<file path="config.mk">
export PLATFORM = sky130hd
export DESIGN_NAME = coolgirl_config_ctrl
export DESIGN_NICKNAME = d
export VERILOG_FILES = /design/src/rtl/coolgirl_config_ctrl_pkg.sv /design/src/rtl/coolgirl_cfg_commit_timer.sv /design/src/rtl/coolgirl_config_ctrl.sv
export SDC_FILE = /design/constraint.sdc
export NUM_CORES = 1
export LEC_CHECK = 0
export CAP_MARGIN = 20
export CORE_UTILIZATION = 45
export DETAILED_ROUTE_END_ITERATION = 6
export GPL_ROUTABILITY_DRIVEN = 0
export PLACE_DENSITY = 0.73
export SETUP_SLACK_MARGIN = 0.3
export SYNTH_ARGS = -nofsm -noshare
export SYNTH_HDL_FRONTEND = slang
export SYNTH_SLANG_ARGS = --single-unit
</file>
<file path="constraint.sdc">
create_clock -name m2 -period 2.21 [get_ports m2]
set_input_delay 0.221 -clock m2 [delete_from_list [all_inputs] [get_ports m2]]
set_output_delay 0.221 -clock m2 [all_outputs]
set_load 0.02 [all_outputs]
</file>
<file path="src/rtl/coolgirl_config_ctrl_pkg.sv">
// Shared definitions for the COOLGIRL configuration controller: register map,
// status byte layout and the configuration bank structure.
package coolgirl_cfg_pkg;

   // Register indices within the mirrored $5000-$5FFF window
   localparam logic [2:0] REG_BASE_HI  = 3'd0;
   localparam logic [2:0] REG_BASE_LO  = 3'd1;
   localparam logic [2:0] REG_PRG_MASK = 3'd2;
   localparam logic [2:0] REG_CHR_MASK = 3'd3;
   localparam logic [2:0] REG_MAPPER   = 3'd4;
   localparam logic [2:0] REG_FLAGS    = 3'd5;
   localparam logic [2:0] REG_COMMIT   = 3'd6;
   localparam logic [2:0] REG_STATUS   = 3'd7;

   // CPU A14..A12 pattern selecting the register window
   localparam logic [2:0] SELECT_PAGE = 3'b101;

   // Status byte bit positions
   localparam int unsigned STAT_LOCKOUT   = 7;
   localparam int unsigned STAT_PENDING   = 6;
   localparam int unsigned STAT_COUNT_MSB = 3;
   localparam int unsigned STAT_COUNT_LSB = 0;

   // One complete configuration bank (staging or live)
   typedef struct packed {
      logic [12:0] cpu_base;
      logic [6:0]  prg_mask;
      logic [4:0]  chr_mask;
      logic [5:0]  mapper;
      logic        map_rom_on_6000;
      logic        sram_enabled;
      logic        prg_write_enabled;
      logic        chr_write_enabled;
      logic        four_screen;
      logic [1:0]  sram_page;
   } cfg_t;

   // Reset bank with the standard 32 KB menu window and 8 KB CHR masks
   localparam cfg_t CFG_RESET = '{
      cpu_base:          13'd0,
      prg_mask:          7'h7E,
      chr_mask:          5'h1F,
      mapper:            6'd0,
      map_rom_on_6000:   1'b0,
      sram_enabled:      1'b0,
      prg_write_enabled: 1'b0,
      chr_write_enabled: 1'b0,
      four_screen:       1'b0,
      sram_page:         2'd0
   };

   // Reset bank with caller-supplied mask defaults
   function automatic cfg_t cfg_reset_with(input logic [6:0] prg, input logic [4:0] chr);
      cfg_t c;
      c = CFG_RESET;
      c.prg_mask = prg;
      c.chr_mask = chr;
      return c;
   endfunction

endpackage

</file>
<file path="src/rtl/coolgirl_cfg_commit_timer.sv">
// Reloadable down counter that delays the live update after a commit write.
// fire is high on the edge where the count reaches zero; a reload on that
// same edge wins and postpones the update.
module coolgirl_cfg_commit_timer (
   input  logic       m2,
   input  logic       reset,
   input  logic       load,
   input  logic [3:0] load_value,
   output logic       pending,
   output logic [3:0] count,
   output logic       fire
);

   logic [3:0] count_r;
   logic       pending_r;
   logic       fire_s;

   assign fire_s  = pending_r & ~load & (count_r <= 4'd1);
   assign pending = pending_r;
   assign count   = count_r;
   assign fire    = fire_s;

   // Count down once per falling m2 edge while a commit is pending
   always_ff @(negedge m2 or posedge reset) begin
      if (reset) begin
         count_r   <= 4'd0;
         pending_r <= 1'b0;
      end else if (load) begin
         count_r   <= load_value;
         pending_r <= 1'b1;
      end else if (fire_s) begin
         count_r   <= 4'd0;
         pending_r <= 1'b0;
      end else if (pending_r) begin
         count_r   <= count_r - 4'd1;
         pending_r <= 1'b1;
      end else begin
         count_r   <= count_r;
         pending_r <= pending_r;
      end
   end

endmodule

</file>
<file path="src/rtl/coolgirl_config_ctrl.sv">
// CPU-visible configuration controller: stages register writes in $5000-$5FFF,
// commits the whole bank atomically after a delay, optionally locking it.
module coolgirl_config_ctrl
   import coolgirl_cfg_pkg::*;
#(
   parameter int         COMMIT_DELAY = 4,
   parameter logic [4:0] VERSION      = 5'd2,
   parameter logic [6:0] DEF_PRG_MASK = 7'h7E,
   parameter logic [4:0] DEF_CHR_MASK = 5'h1F
) (
   input  logic        m2,
   input  logic        reset,
   input  logic        romsel,
   input  logic        cpu_rw_in,
   input  logic [14:0] cpu_addr_in,
   input  logic [7:0]  cpu_data_in,
   output logic [7:0]  cpu_data_out,
   output logic        cpu_data_out_enabled,
   output logic [12:0] cpu_base,
   output logic [6:0]  prg_mask,
   output logic [4:0]  chr_mask,
   output logic [5:0]  mapper,
   output logic        map_rom_on_6000,
   output logic        sram_enabled,
   output logic        prg_write_enabled,
   output logic        chr_write_enabled,
   output logic        four_screen,
   output logic [1:0]  sram_page,
   output logic        lockout
);

   localparam logic [3:0] COMMIT_LOAD = COMMIT_DELAY[3:0];
   localparam cfg_t       CFG_DEF     = cfg_reset_with(DEF_PRG_MASK, DEF_CHR_MASK);

   cfg_t       staging_r;
   cfg_t       live_r;
   cfg_t       staging_next_s;
   logic       lock_req_r;
   logic       lockout_r;
   logic       select_s;
   logic [2:0] idx_s;
   logic       write_s;
   logic       commit_s;
   logic       pending_s;
   logic [3:0] count_s;
   logic       fire_s;
   logic [7:0] status_s;
   logic       addr_unused_s;

   assign select_s      = romsel & (cpu_addr_in[14:12] == SELECT_PAGE);
   assign idx_s         = cpu_addr_in[2:0];
   assign write_s       = select_s & ~cpu_rw_in & ~lockout_r;
   assign commit_s      = write_s & (idx_s == REG_COMMIT);
   assign addr_unused_s = ^{cpu_addr_in[11:3], VERSION};

   coolgirl_cfg_commit_timer u_timer (
      .m2         (m2),
      .reset      (reset),
      .load       (commit_s),
      .load_value (COMMIT_LOAD),
      .pending    (pending_s),
      .count      (count_s),
      .fire       (fire_s)
   );

   // Merge the addressed register field into a copy of the staging bank
   always_comb begin
      staging_next_s = staging_r;
      case (idx_s)
         REG_BASE_HI:  staging_next_s.cpu_base[12:8] = cpu_data_in[4:0];
         REG_BASE_LO:  staging_next_s.cpu_base[7:0]  = cpu_data_in;
         REG_PRG_MASK: staging_next_s.prg_mask       = cpu_data_in[6:0];
         REG_CHR_MASK: staging_next_s.chr_mask       = cpu_data_in[4:0];
         REG_MAPPER: begin
            staging_next_s.mapper          = cpu_data_in[5:0];
            staging_next_s.map_rom_on_6000 = cpu_data_in[7];
         end
         REG_FLAGS: begin
            staging_next_s.sram_page         = cpu_data_in[1:0];
            staging_next_s.sram_enabled      = cpu_data_in[2];
            staging_next_s.chr_write_enabled = cpu_data_in[3];
            staging_next_s.prg_write_enabled = cpu_data_in[4];
            staging_next_s.four_screen       = cpu_data_in[5];
         end
         default: staging_next_s = staging_r;
      endcase
   end

   // Staging bank and requested lock bit, written by the CPU
   always_ff @(negedge m2 or posedge reset) begin
      if (reset) begin
         staging_r  <= CFG_DEF;
         lock_req_r <= 1'b0;
      end else if (write_s) begin
         staging_r  <= staging_next_s;
         lock_req_r <= commit_s ? cpu_data_in[7] : lock_req_r;
      end else begin
         staging_r  <= staging_r;
         lock_req_r <= lock_req_r;
      end
   end

   // Live bank and lockout, updated together only when the timer fires
   always_ff @(negedge m2 or posedge reset) begin
      if (reset) begin
         live_r    <= CFG_DEF;
         lockout_r <= 1'b0;
      end else if (fire_s) begin
         live_r    <= staging_r;
         lockout_r <= lock_req_r;
      end else begin
         live_r    <= live_r;
         lockout_r <= lockout_r;
      end
   end

   // Status byte assembled straight from flops
   always_comb begin
      status_s = 8'h00;
      status_s[STAT_LOCKOUT] = lockout_r;
      status_s[STAT_PENDING] = pending_s;
      status_s[STAT_COUNT_MSB:STAT_COUNT_LSB] = count_s;
   end

   assign cpu_data_out         = status_s;
   assign cpu_data_out_enabled = m2 & cpu_rw_in & select_s & (idx_s == REG_STATUS);

   assign cpu_base          = live_r.cpu_base;
   assign prg_mask          = live_r.prg_mask;
   assign chr_mask          = live_r.chr_mask;
   assign mapper            = live_r.mapper;
   assign map_rom_on_6000   = live_r.map_rom_on_6000;
   assign sram_enabled      = live_r.sram_enabled;
   assign prg_write_enabled = live_r.prg_write_enabled;
   assign chr_write_enabled = live_r.chr_write_enabled;
   assign four_screen       = live_r.four_screen;
   assign sram_page         = live_r.sram_page;
   assign lockout           = lockout_r;

endmodule
</file>
==> summary.md <==
- flip-flop — type of element launching the critical path
- 4770 µm — half-perimeter wire length after detailed placement
- 41 — maximum number of pins on one net before global-route repair
- 0 — number of inserted diodes
- 0 — antenna violations before repair
- 1.99 ns — worst path required time
- reg2out — start-to-end type of the worst setup path
- built — CTS tree
- dfrtn_1, mux2_2, dfstp_2, mux2_4, buf_4 — cell types with the largest area share after synthesis
- -0.840 ns — Post-Place Worst Slack
- flip-flops — family with the most delay on the worst path
- reg2reg — worst min-delay path class
- 83 — flops & latches, synth
- buf_6, dfrtn_1, buf_4 — most used cells in the layout excluding fill and tap cells
- 18.7 µm — Avg WL per Cell
- 0.675 mV — highest ir drop seen on vdd
- 89.0 µm — overall die height
- dfstp_2 — cell at the slowest stage of the critical path
- 44.8% — post-synth top area share
- 0 — Max Cap Violations
- 65.9% — signed area change from the synthesized netlist to the final layout
- 0.07 ns — clock slew at reported path FFs
- 0 — Synth warnings
- 215 — cell count after synthesis
- 63 — I/O Buffers
- 2.31 ns — CP Data Arrival Time
- 4 — Pre-antenna DRT Iters
- 69.1% — ratio of cells with drive above 1 in the final layout
- 0.0900 ns — Post-Route Skew
- primary output — endpoint type of the worst setup path
- 1 — worst hold path stage count
- 841 nW/µm² — power per cell area
- u_timer.count[1]$_DFFE_NP0P_ — reg-to-reg critical path startpoint
- 0 — Post-route DRC
- dfrtn_1 — leading area contributor after synthesis
- 0 — Final Hold Fails
- 10 — worst reg2reg path depth
- staging_r[35]$_DFFE_NP0P_ — startpoint of the tightest hold check path
- 89.0 µm — die width
- 15.8 µm² — average cell area after synthesis
- 75 — total I/O pin count
- 7290 µm² — Core Area
- 3.00 nW — standby leakage power
- 61.8% — part of the Yosys area used for sequential elements
- buf_6 — most frequent standard cell in the layout excluding fill and tap cells
- 0 — Slew Viols, Final
- cpu_base[10]$_DFFE_NP0P_ — endpoint with the worst hold slack
- 0 — Post-CTS Hold Fix Bufs
- 2576 — via count of the first global-routing pass
- chr_mask[3]$_DFFE_NP1P_ — Critical path origin
- 2449 — overall via count from detail_route
- 3400 µm² — Syn Std Cell Area
- negative setup slack — violations in the final reports
- 7920 µm² — Total Die Area
- 2 — Max FO, Critical Path
- buf_6 — critical-path cell list
- map_rom_on_6000$_DFFE_NP0P_ — Worst R2R End
- 0.55 ns — largest stage delay on the critical path
- 97 — number of setup violations in the final report
- 24.2% — global-route total usage across every layer
- 0.452 ns — hold_ws
- 0.54 ns — latest clock arrival within the worst-skew pair
- -9.51 ns — final setup TNS
- 4.93 — average via count per standard cell
- 92 — drt first-iter violations
- 1 — buffers and inverters on the worst path
- 31 — Row Count
- 9300 µm — Total Routed Length
- yes — unrepaired setup endpoints after global routing
- 13600 µm — first-pass GRT wire length
- 0.09 ns — slack of the worst reg-to-reg path
- complete, but fails checks — run status
- 0 — post-detailed-route count of antenna-violating nets
- 422 — nets@finish
- 0 — Overflow after GRT
- 46.7% — starting utilization of the core area
- 29 — post-synth cell types
- -0.319 ns — worst setup slack after layout
-- cells by family after synthesis --
group / after synthesis / share of synthesized area (%)
buf+inv: 14 / 2.98
compound gates: 6 / 1.14
other cells: 1 / 0.110
flops: 83 / 61.8
fa+ha+maj: 2 / 0.735
mux: 78 / 28.0
simple gates: 31 / 5.26
-- layout make-up --
type,count,area (µm²)
Sequential cell,83,2100
Fill cell,411,1640
Timing Repair Buffer,149,1580
Multi-Input combinational cell,119,1450
Clock buffer,16,245
Clock inverter,26,125
Tap cell,99,124
Inverter,5,22.5
-- power breakdown --
group / total (mW) / internal (mW) / switching [mW]
Sequential: 1.89 / 1.75 / 0.142
Combinational: 1.28 / 0.736 / 0.542
Clock: 1.58 / 0.806 / 0.770
-- routing by layer --
metal	global-route usage (%)	up-vias	routed length, µm
met3	4.99	20	263
met5	0	-	0
met2	39.3	54	4650
met4	12.0	0	231
li1	-	1117	-
met1	31.1	1258	4150
-- registers in the layout, indices dropped and copies added, names as in the netlist --
| signal | flops |
|---|---|
| lockout | 1 |
| u_timer.pending | 1 |
| chr_write_enabled | 1 |
| prg_write_enabled | 1 |
| sram_enabled | 1 |
| four_screen | 1 |
| cpu_base | 13 |
| mapper | 6 |
| lock_req_r | 1 |
| sram_page | 2 |
| u_timer.count | 4 |
| prg_mask | 7 |
| chr_mask | 5 |
| staging_r | 38 |
| map_rom_on_6000 | 1 |
-- synthesized netlist by cell type --
master / count
buf_4: 5
ha_1: 2
buf_6: 1
buf_8: 2
nand4b_1: 1
and3_1: 1
mux2_2: 57
nor2b_1: 1
dfstp_2: 22
nand2b_1: 1
mux2_4: 20
nor2_1: 6
nor3_1: 3
nand3_1: 5
dfrtn_1: 61
nor3b_2: 1
a21oi_1: 1
o211ai_1: 1
o21ai_0: 2
conb_1: 1
nand4_1: 2
nand2_1: 5
o31ai_1: 1
o22a_1: 1
nor3_2: 2
nand3b_1: 2
inv_1: 6
and4b_1: 1
mux2i_1: 1
-- worst max path at each step --
stage | depth (start not counted) | end
after floorplan | 6 | cpu_base[0]$_DFFE_NP0P_
after global placement | 6 | cpu_base[9]$_DFFE_NP0P_
after detailed placement | 6 | cpu_base[9]$_DFFE_NP0P_
after CTS | 1 | chr_mask[4]
after global routing | 1 | chr_mask[4]
final | 1 | chr_mask[3]
-- through the flow --
stage,power [mW],instance area (µm²),cells,utilization (%)
after floorplan,2.45,3450,216,-
final,4.75,5650,497,77.5
after global routing,4.96,5650,497,77.5
after global placement,2.93,4480,411,61.5
after detailed placement,2.96,4480,411,61.5
after CTS,4.58,5490,483,75.3
-- timing repair --
item	4_1_cts	5_1_grt
gates cloned	4	0
gates resized for setup	369	14
setup buffers	28	14
pin swaps	9	11
endpoints found under the setup margin	131	123
No activity file was read; power rests on OpenSTA's default activity.
